`src/rtl/frv_mdu_param_if.sv`:
```
// ----------------------------------------------------------------------------
// frv_mdu_param_if
//   Request/response bundle between the execute stage and the iterative
//   multiply/divide unit.
//
//   Parameter:
//     XLEN       datapath width (32 or 64)
//
//   Signals (direction seen from the execute stage / master):
//     valid      out  op_* and rs1/rs2 valid; held stable until ready
//     flush      out  abandon any operation in flight
//     op_*       out  one-hot operation select (8 RV M-extension ops)
//     rs1        out  multiplicand / dividend
//     rs2        out  multiplier / divisor
//     ready      in   one-cycle result pulse
//     rd         in   result; meaningful while ready is high
//     busy       in   unit is not idle
//     g_clk_req  in   clock request (valid | flush | busy)
// ----------------------------------------------------------------------------
interface frv_mdu_param_if #(
    parameter int XLEN = 32
);
    logic            valid;
    logic            flush;
    logic            op_mul;
    logic            op_mulh;
    logic            op_mulhu;
    logic            op_mulhsu;
    logic            op_div;
    logic            op_divu;
    logic            op_rem;
    logic            op_remu;
    logic [XLEN-1:0] rs1;
    logic [XLEN-1:0] rs2;
    logic            ready;
    logic [XLEN-1:0] rd;
    logic            busy;
    logic            g_clk_req;

    modport master (
        output valid, flush,
        output op_mul, op_mulh, op_mulhu, op_mulhsu,
        output op_div, op_divu, op_rem, op_remu,
        output rs1, rs2,
        input  ready, rd, busy, g_clk_req
    );

    modport slave (
        input  valid, flush,
        input  op_mul, op_mulh, op_mulhu, op_mulhsu,
        input  op_div, op_divu, op_rem, op_remu,
        input  rs1, rs2,
        output ready, rd, busy, g_clk_req
    );
endinterface

```
`src/rtl/frv_mdu_param.sv`:
```
// ----------------------------------------------------------------------------
// frv_mdu_param
//   Parametrised iterative multiply/divide unit for the frv execute stage.
//   Implements MUL, MULH, MULHU, MULHSU, DIV, DIVU, REM and REMU. The
//   multiplier retires MUL_UNROLL rhs bits per cycle into a 2*XLEN
//   accumulator; the divider is a restoring divider retiring DIV_UNROLL
//   quotient bits per cycle, MSB first. Divide-by-zero and signed overflow
//   complete from DPREP without iterating.
//
//   Parameters:
//     XLEN        datapath width: 32 or 64
//     MUL_UNROLL  multiplier bits per cycle: 1/2/4/8, divides XLEN
//     DIV_UNROLL  quotient bits per cycle: 1/2/4, divides XLEN
//
//   Ports:
//     g_clk    in  clock, rising edge
//     g_reset  in  synchronous active-high reset
//     mdu      frv_mdu_param_if.slave (valid/flush/op_*/rs1/rs2 in,
//              ready/rd/busy/g_clk_req out)
//
//   Build option:
//     FRV_MDU_EARLY_OUT_EN  when defined, a multiply with a zero operand
//                           completes straight from IDLE and a divide/rem
//                           with a zero dividend (non-zero divisor)
//                           completes from DPREP, both with rd=0.
// ----------------------------------------------------------------------------
module frv_mdu_param #(
    parameter int XLEN       = 32,
    parameter int MUL_UNROLL = 4,
    parameter int DIV_UNROLL = 1
) (
    input  logic           g_clk,
    input  logic           g_reset,
    frv_mdu_param_if.slave mdu
);
    localparam int CW        = $clog2(XLEN) + 1;
    localparam int MUL_STEPS = XLEN / MUL_UNROLL;
    localparam int DIV_STEPS = XLEN / DIV_UNROLL;

    typedef enum logic [2:0] {
        S_IDLE,
        S_MUL,
        S_DPREP,
        S_DIV,
        S_DONE
    } state_e;

    // Operation attributes latched at accept time, plus divide sign state.
    typedef struct packed {
        logic is_div;      // result comes from the divider
        logic hi;          // mulh/mulhu/mulhsu: upper product half
        logic rhs_signed;  // mulh only: rhs MSB carries negative weight
        logic sel_rem;     // rem/remu: remainder rather than quotient
        logic div_signed;  // div/rem: operands are two's complement
        logic q_neg;       // negate quotient at the end
        logic r_neg;       // negate remainder at the end
        logic fast;        // result produced by a fast path, no correction
    } ctl_t;

    state_e            state_q, state_d;
    ctl_t              ctl_q, ctl_d;
    logic [CW-1:0]     cnt_q, cnt_d;
    logic [2*XLEN-1:0] acc_q, acc_d;      // mul: product; div: {rem, quo}
    logic [2*XLEN-1:0] mcand_q, mcand_d;  // extended lhs, shifted left
    logic [XLEN-1:0]   opb_q, opb_d;      // mul: rhs (shifted right); div: divisor
    logic [XLEN-1:0]   rd_q, rd_d;

    // ------------------------------------------------------------------
    // Operation decode and DPREP conditions
    // ------------------------------------------------------------------
    logic any_mul, any_div, lhs_signed;
    logic div_by_zero, div_ovf, rs1_neg, rs2_neg;
    logic mul_zero, div_zero;
    logic [XLEN-1:0] abs1, abs2;

    assign any_mul    = mdu.op_mul | mdu.op_mulh | mdu.op_mulhu | mdu.op_mulhsu;
    assign any_div    = mdu.op_div | mdu.op_divu | mdu.op_rem | mdu.op_remu;
    assign lhs_signed = mdu.op_mulh | mdu.op_mulhsu;

    assign div_by_zero = (mdu.rs2 == '0);
    assign div_ovf     = ctl_q.div_signed
                       & (mdu.rs1 == {1'b1, {(XLEN-1){1'b0}}})
                       & (mdu.rs2 == '1);
    assign rs1_neg     = ctl_q.div_signed & mdu.rs1[XLEN-1];
    assign rs2_neg     = ctl_q.div_signed & mdu.rs2[XLEN-1];
    // The most negative value maps onto 2^(XLEN-1), which fits unsigned.
    assign abs1        = rs1_neg ? -mdu.rs1 : mdu.rs1;
    assign abs2        = rs2_neg ? -mdu.rs2 : mdu.rs2;

`ifdef FRV_MDU_EARLY_OUT_EN
    assign mul_zero = (mdu.rs1 == '0) | (mdu.rs2 == '0);
    assign div_zero = (mdu.rs1 == '0);
`else
    assign mul_zero = 1'b0;
    assign div_zero = 1'b0;
`endif

    // ------------------------------------------------------------------
    // Multiply step: MUL_UNROLL partial products per cycle
    // ------------------------------------------------------------------
    logic [2*XLEN-1:0] mul_acc;

    always_comb begin
        mul_acc = acc_q;
        // NOTE: blocking assignments inside combinational logic let each
        // loop iteration see the previous iteration's sum within one cycle.
        for (int j = 0; j < MUL_UNROLL; j++) begin
            if (opb_q[j]) begin
                // Signed rhs: its MSB is worth -2^(XLEN-1), so the very last
                // partial product is subtracted.
                if (ctl_q.rhs_signed && (cnt_q == CW'(1)) && (j == MUL_UNROLL - 1))
                    mul_acc = mul_acc - (mcand_q << j);
                else
                    mul_acc = mul_acc + (mcand_q << j);
            end
        end
    end

    // ------------------------------------------------------------------
    // Divide step: DIV_UNROLL restoring iterations per cycle
    // ------------------------------------------------------------------
    logic [XLEN-1:0] div_rem, div_quo;
    logic [XLEN:0]   div_try;
    logic [XLEN+1:0] div_diff;

    always_comb begin
        div_rem  = acc_q[2*XLEN-1:XLEN];
        div_quo  = acc_q[XLEN-1:0];
        div_try  = '0;
        div_diff = '0;
        for (int j = 0; j < DIV_UNROLL; j++) begin
            // Partial remainder stays below the divisor, so the shifted trial
            // value needs XLEN+1 bits and the difference one more for borrow.
            div_try  = {div_rem, div_quo[XLEN-1]};
            div_diff = {1'b0, div_try} - {2'b0, opb_q};
            div_quo  = {div_quo[XLEN-2:0], ~div_diff[XLEN+1]};
            div_rem  = div_diff[XLEN+1] ? div_try[XLEN-1:0] : div_diff[XLEN-1:0];
        end
    end

    // ------------------------------------------------------------------
    // FSM: state register
    // ------------------------------------------------------------------
    // NOTE: sequential state uses non-blocking assignments so every register
    // samples its pre-edge value regardless of statement order.
    always_ff @(posedge g_clk) begin
        if (g_reset) state_q <= S_IDLE;
        else         state_q <= state_d;
    end

    // ------------------------------------------------------------------
    // FSM: next-state logic
    // ------------------------------------------------------------------
    always_comb begin
        // NOTE: default assignment first so no path leaves state_d unassigned,
        // which would otherwise infer a latch.
        state_d = state_q;
        unique case (state_q)
            S_IDLE: begin
                if (mdu.valid && any_mul)      state_d = mul_zero ? S_DONE : S_MUL;
                else if (mdu.valid && any_div) state_d = S_DPREP;
            end
            S_MUL:   if (cnt_q == CW'(1)) state_d = S_DONE;
            S_DPREP: state_d = (div_by_zero || div_ovf || div_zero) ? S_DONE : S_DIV;
            S_DIV:   if (cnt_q == CW'(1)) state_d = S_DONE;
            S_DONE:  state_d = S_IDLE;
            default: state_d = S_IDLE;
        endcase
        if (mdu.flush) state_d = S_IDLE;
    end

    // ------------------------------------------------------------------
    // Datapath next-state
    // ------------------------------------------------------------------
    logic [XLEN-1:0] quo_fix, rem_fix, result;

    always_comb begin
        ctl_d   = ctl_q;
        cnt_d   = cnt_q;
        acc_d   = acc_q;
        mcand_d = mcand_q;
        opb_d   = opb_q;
        rd_d    = rd_q;
        unique case (state_q)
            S_IDLE: begin
                if (mdu.valid && (any_mul || any_div)) begin
                    ctl_d.is_div     = ~any_mul;
                    ctl_d.hi         = mdu.op_mulh | mdu.op_mulhu | mdu.op_mulhsu;
                    ctl_d.rhs_signed = mdu.op_mulh;
                    ctl_d.sel_rem    = mdu.op_rem | mdu.op_remu;
                    ctl_d.div_signed = mdu.op_div | mdu.op_rem;
                    ctl_d.q_neg      = 1'b0;
                    ctl_d.r_neg      = 1'b0;
                    ctl_d.fast       = any_mul & mul_zero;
                    acc_d            = '0;
                    if (any_mul) begin
                        mcand_d = {{XLEN{lhs_signed & mdu.rs1[XLEN-1]}}, mdu.rs1};
                        opb_d   = mdu.rs2;
                        cnt_d   = CW'(MUL_STEPS);
                    end
                end
            end
            S_MUL: begin
                acc_d   = mul_acc;
                mcand_d = mcand_q << MUL_UNROLL;
                opb_d   = opb_q >> MUL_UNROLL;
                cnt_d   = cnt_q - CW'(1);
            end
            S_DPREP: begin
                if (div_by_zero) begin
                    acc_d      = {mdu.rs1, {XLEN{1'b1}}};
                    ctl_d.fast = 1'b1;
                end else if (div_ovf) begin
                    acc_d      = {{XLEN{1'b0}}, mdu.rs1};
                    ctl_d.fast = 1'b1;
                end else if (div_zero) begin
                    acc_d      = '0;
                    ctl_d.fast = 1'b1;
                end else begin
                    acc_d       = {{XLEN{1'b0}}, abs1};
                    opb_d       = abs2;
                    ctl_d.q_neg = rs1_neg ^ rs2_neg;
                    ctl_d.r_neg = rs1_neg;
                    cnt_d       = CW'(DIV_STEPS);
                end
            end
            S_DIV: begin
                acc_d = {div_rem, div_quo};
                cnt_d = cnt_q - CW'(1);
            end
            S_DONE:  rd_d = result;
            default: ;
        endcase
        if (mdu.flush) cnt_d = '0;
    end

    always_ff @(posedge g_clk) begin
        if (g_reset) begin
            ctl_q   <= '0;
            cnt_q   <= '0;
            acc_q   <= '0;
            mcand_q <= '0;
            opb_q   <= '0;
            rd_q    <= '0;
        end else begin
            ctl_q   <= ctl_d;
            cnt_q   <= cnt_d;
            acc_q   <= acc_d;
            mcand_q <= mcand_d;
            opb_q   <= opb_d;
            rd_q    <= rd_d;
        end
    end

    // ------------------------------------------------------------------
    // FSM: outputs
    // ------------------------------------------------------------------
    logic ready_o, busy_o;
    logic [XLEN-1:0] rd_o;

    always_comb begin
        quo_fix = (ctl_q.q_neg && !ctl_q.fast) ? -acc_q[XLEN-1:0]      : acc_q[XLEN-1:0];
        rem_fix = (ctl_q.r_neg && !ctl_q.fast) ? -acc_q[2*XLEN-1:XLEN] : acc_q[2*XLEN-1:XLEN];
        if (ctl_q.is_div) result = ctl_q.sel_rem ? rem_fix : quo_fix;
        else              result = ctl_q.hi ? acc_q[2*XLEN-1:XLEN] : acc_q[XLEN-1:0];
        ready_o = (state_q == S_DONE);
        busy_o  = (state_q != S_IDLE);
        // rd shows the fresh result in DONE and holds it until the next DONE.
        rd_o    = ready_o ? result : rd_q;
    end

    assign mdu.ready     = ready_o;
    assign mdu.busy      = busy_o;
    assign mdu.rd        = rd_o;
    assign mdu.g_clk_req = mdu.valid | mdu.flush | busy_o;

endmodule
```
`src/flat_wrapper.sv`:
```
// flat-port wrapper written by rule: the top's interface ports become plain ports
module frv_mdu_param_flat 
#(
    parameter int XLEN       = 32,
    parameter int MUL_UNROLL = 4,
    parameter int DIV_UNROLL = 1
)
  (g_clk, g_reset, mdu_valid, mdu_flush, mdu_op_mul, mdu_op_mulh, mdu_op_mulhu, mdu_op_mulhsu, mdu_op_div, mdu_op_divu, mdu_op_rem, mdu_op_remu, mdu_rs1, mdu_rs2, mdu_ready, mdu_rd, mdu_busy, mdu_g_clk_req);
  frv_mdu_param_if #(.XLEN(XLEN)) mdu_i ();
  input  logic g_clk;
  input  logic g_reset;
  input wire logic [$bits(mdu_i.valid)-1:0] mdu_valid;
  input wire logic [$bits(mdu_i.flush)-1:0] mdu_flush;
  input wire logic [$bits(mdu_i.op_mul)-1:0] mdu_op_mul;
  input wire logic [$bits(mdu_i.op_mulh)-1:0] mdu_op_mulh;
  input wire logic [$bits(mdu_i.op_mulhu)-1:0] mdu_op_mulhu;
  input wire logic [$bits(mdu_i.op_mulhsu)-1:0] mdu_op_mulhsu;
  input wire logic [$bits(mdu_i.op_div)-1:0] mdu_op_div;
  input wire logic [$bits(mdu_i.op_divu)-1:0] mdu_op_divu;
  input wire logic [$bits(mdu_i.op_rem)-1:0] mdu_op_rem;
  input wire logic [$bits(mdu_i.op_remu)-1:0] mdu_op_remu;
  input wire logic [$bits(mdu_i.rs1)-1:0] mdu_rs1;
  input wire logic [$bits(mdu_i.rs2)-1:0] mdu_rs2;
  output wire logic [$bits(mdu_i.ready)-1:0] mdu_ready;
  output wire logic [$bits(mdu_i.rd)-1:0] mdu_rd;
  output wire logic [$bits(mdu_i.busy)-1:0] mdu_busy;
  output wire logic [$bits(mdu_i.g_clk_req)-1:0] mdu_g_clk_req;
  assign mdu_i.valid = mdu_valid;
  assign mdu_i.flush = mdu_flush;
  assign mdu_i.op_mul = mdu_op_mul;
  assign mdu_i.op_mulh = mdu_op_mulh;
  assign mdu_i.op_mulhu = mdu_op_mulhu;
  assign mdu_i.op_mulhsu = mdu_op_mulhsu;
  assign mdu_i.op_div = mdu_op_div;
  assign mdu_i.op_divu = mdu_op_divu;
  assign mdu_i.op_rem = mdu_op_rem;
  assign mdu_i.op_remu = mdu_op_remu;
  assign mdu_i.rs1 = mdu_rs1;
  assign mdu_i.rs2 = mdu_rs2;
  assign mdu_ready = mdu_i.ready;
  assign mdu_rd = mdu_i.rd;
  assign mdu_busy = mdu_i.busy;
  assign mdu_g_clk_req = mdu_i.g_clk_req;
  frv_mdu_param #(.XLEN(XLEN), .MUL_UNROLL(MUL_UNROLL), .DIV_UNROLL(DIV_UNROLL)) u_core (.g_clk(g_clk), .g_reset(g_reset), .mdu(mdu_i));
endmodule
```
`config.mk`:
```
export PLATFORM = sky130hd
export DESIGN_NAME = frv_mdu_param_flat
export DESIGN_NICKNAME = d
export VERILOG_FILES = /design/src/rtl/frv_mdu_param_if.sv /design/src/rtl/frv_mdu_param.sv /design/src/flat_wrapper.sv
export SDC_FILE = /design/constraint.sdc
export NUM_CORES = 2
export LEC_CHECK = 0
export ABC_AREA = 1
export BUFFER_PORTS_ARGS = -buffer_cell sky130_fd_sc_hd__buf_2
export CORE_MARGIN = 5
export CORE_UTILIZATION = 30
export CTS_CLUSTER_SIZE = 12
export DETAILED_ROUTE_END_ITERATION = 12
export PLACE_DENSITY = 0.55
export SLEW_MARGIN = 20
export SYNTH_ARGS = -nofsm -noshare
export SYNTH_HDL_FRONTEND = slang
export SYNTH_SLANG_ARGS = --single-unit
```
`constraint.sdc`:
```
create_clock -name g_clk -period 6.8 [get_ports g_clk]
set_input_delay 0.68 -clock g_clk [delete_from_list [all_inputs] [get_ports g_clk]]
set_output_delay 0.68 -clock g_clk [all_outputs]
set_load 0.01 [all_outputs]
```
==> results by group <==
Run status
  • Status: complete, but fails checks
  • Failing checks: setup timing

Drt
  • Final WL: a little over 200,000 µm
  • Post-DR wirelength/cell: 22.58 µm
  • Vias per inst: 5.433
  • Number of remaining DRC errors: 0
  • DR iter-0 viols: ~5,000
  • Vias: 49,800
  • Initial DRT Pass Iterations: 7
  • Antenna Violating Nets Remaining: 0

STA
  • RSZ-0062 raised after global routing: yes
  • Hold slack: approximately 0.36 ns
  • F_max: 120.4 MHz
  • Tightest Pin Transition: 1.127 ns
  • Final setup violation count: 46
  • Final Skew: 0.05630 ns
  • Slew margin rel.: 24.08%
  • Fin crit period: 8.307 ns
  • Hold Violations, Final: 0
  • Tcrit/Tclk final: 122.2%
  • Worst-case setup margin in the final layout: -1.507 ns
  • Count of pins over their slew limit: 0

Logic synthesis
  • FF+latch count, synth: 209
  • Mapped Nets: 6,559
  • Count of cell types in the netlist: a little over 80
  • Post-synthesis adder-cell area fraction: 10.39%
  • Simple-gate share of the synthesized area: around a third
  • Post-Synth XOR/XNOR Area: 6.507%
  • Mapped Area: between 30,000 and 40,000 µm²
  • Post-synth ARST share: 0%
  • Yosys warns: 0
  • Average size of a mapped cell: around 5.7 µm²
  • Seq/Total Area, Yosys: 11.82%
  • Mux contribution to synthesized area: 0.05655%
  • Largest family of logic cells by synthesized area: simple AND/OR/NAND/NOR gates
  • Synth Area in Compound Gates: 26.49%
  • Top FF cell, synth: dfxtp_1
  • Post-synth EDFFs: 0
  • Syn Inst Count: 6,192

Clock tree
  • Clock transition at the registers of the reported paths: 0.07 ns
  • Clk sinks: 209
  • CTS Root Cell: clkbuf_16
  • CTS tree: yes
  • H-tree Lvls: 1
  • Clock Path Buffers: 3
  • Hold-fix buffers, CTS: 0
  • Clk Latency, worst-skew pair: 0.64 ns
  • Cts bufs inserted: 26

Finish
  • Post-route insts no fill: approximately 9,200
  • P&R area growth vs syn: 53.15%
  • Most frequent cells in the layout: buf_4 (1,400), nand2_1 (1,395), inv_1 (723)
  • Commonest non-fill, non-tap cell in the layout: buf_4
  • Post-route design area: 54,220 µm²
  • Share of cells above drive strength 1: between 30% and 40%
  • Final #Nets: 7,972

Floorplan
  • Die X-Extent: 353.5 µm
  • Core area: 117,600 µm²
  • Area of the die: 125,000 µm²
  • Core Rows: 126
  • IO Count: 111
  • Die Ht: approximately 350 µm
  • Initial Util: 30.10%

Setup path
  • CP endpoint kind: register
  • WP data arrival: about 8.8 ns
  • Critical path fanouts, max: 5
  • Critical path startpoint: u_core.acc_q[0]$_SDFFE_PP0P_
  • Critical-path top delay cell: dfxtp_4
  • CP Class: register to register
  • CP max stage delay: approximately 0.35 ns
  • CP Launch Type: register
  • Dominant cell type by count on the critical path: nand2_1
  • WP data required: approximately 7.3 ns
  • R2r startpoint: u_core.acc_q[0]$_SDFFE_PP0P_

Job
  • Max Cap Viol: 0

Power and ir drop
  • VDD IR max: 0.1321 mV
  • Total power: roughly 10 mW
  • Static Leak: 26.21 nW
  • PD cells: 188.8 nW/µm²

Placed design
  • Placed Cells incl. Taps: 8,963
  • Buffers added on ports: 110
  • Hpwl dp: 167,900 µm
  • Placed Area: 47,580 µm²
  • GP Congestion: 1.050

Hold path
  • Min-Delay Path Class: input pin to register
  • Min-delay src: mdu_rs1[1]

GRT
  • GRT Residual Overflow: 0
  • Vias in the first global route: 46,750
  • Initial antenna violation count: 13
  • Total track usage: 31.09%
  • Largest net degree at the start of global routing: 123
  • First-pass GRT wire length: between 200,000 and 300,000 µm
==> critical path: cells and delay by family, from the launching register on <==
family	cells	cell delay [ns]
compound gates	12	2.47
xor+xnor	1	0.16
fa+ha+maj	5	1.12
buf+inv	12	1.15
flops	1	0.35
simple gates	25	2.88
==> cells in the mapped netlist (all sizes together) (28+ instances only) <==
master | n | share of area (%)
a21o | 29 | 0.61
a21oi | 574 | 8.2
a31oi | 120 | 2.1
buf | 61 | 0.78
clkbuf | 149 | 1.6
dfxtp | 209 | 12
ha | 286 | 10
inv | 803 | 8.5
nand2 | 1593 | 17
nand3 | 342 | 5.2
nand4 | 55 | 0.97
nor2 | 574 | 6.4
nor3 | 109 | 2.0
nor4 | 45 | 0.87
o2111ai | 29 | 0.72
o211ai | 61 | 1.3
o21ai | 597 | 8.6
o21bai | 37 | 0.81
o221ai | 31 | 0.77
or2 | 28 | 0.49
xnor2 | 114 | 2.8
xor2 | 149 | 3.7
==> stage by stage <==
stage	setup WS [ns]	TNS [ns]	util [%]
after floorplan	-0.04490	-0.1273	-
after global placement	-2.432	-70.52	40.45
after detailed placement	-2.496	-72.95	40.45
after CTS	-1.376	-35.38	43.95
after global routing	-1.852	-60.86	46.09
final	-1.507	-42.29	46.10
==> power breakdown <==
| part | leakage, nW | internal, mW | total [mW] | switching (mW) |
|---|---|---|---|---|
| Clock | 0.449 | 0.909 | 1.58 | 0.675 |
| Sequential | 1.72 | 1.33 | 1.43 | 0.100 |
| Combinational | 24.0 | 3.09 | 7.23 | 4.14 |
==> what timing repair did <==
action | CTS | global route
resized for setup | 597 | 499
endpoints found under the setup margin | 48 | 49
pin swaps | 216 | 172
buffers inserted | 90 | 69
==> logic make-up after synthesis <==
kind of cell	count (synthesis)
buf+inv	1016
xor+xnor	263
mux	2
simple gates	2787
fa+ha+maj	291
compound gates	1624
flops	209
==> routing by layer <==
metal  part of all wire (%)  wire length, µm  up-vias  global-route usage (%)
met5                  0.022               45        -                       0
li1                       -                -    23740                       -
met2                     44            91620     2263                   50.53
met3                    8.7            18060      538                   5.656
met1                     41            84320    23250                   39.93
met4                    6.2            12900        6                   14.55
==> cell type report <==
cell class / instances / area [µm²]
multi-input combinational: 4967 / 31990
clock buffer: 35 / 765.7
fill: 12400 / 63390
tap: 1536 / 1922
inverter: 806 / 3034
timing repair buffer: 1595 / 12110
antenna: 5 / 12.51
clock inverter: 12 / 173.9
sequential: 209 / 4209
==> state kept, by name (all words and copies together) (netlist names) <==
signal	cells
u_core.state_q	3
u_core.opb_q	32
u_core.rd_q	32
u_core.cnt_q	6
u_core.mcand_q	64
u_core.ctl_q	8
u_core.acc_q	64
==> worst paths after layout <==
check / to / slack (ns) / cells after the start
worst max-delay path: u_core.acc_q[55]$_SDFFE_PP0P_ / -1.51 / 55
worst min-delay path: u_core.mcand_q[1]$_SDFFE_PP0P_ / 0.36 / 3
worst max register to register: u_core.acc_q[55]$_SDFFE_PP0P_ / -1.51 / 55
worst min register to register: u_core.ctl_q[1]$_SDFFE_PP0P_ / 0.47 / 2
No activity file was read; power rests on OpenSTA's default activity.
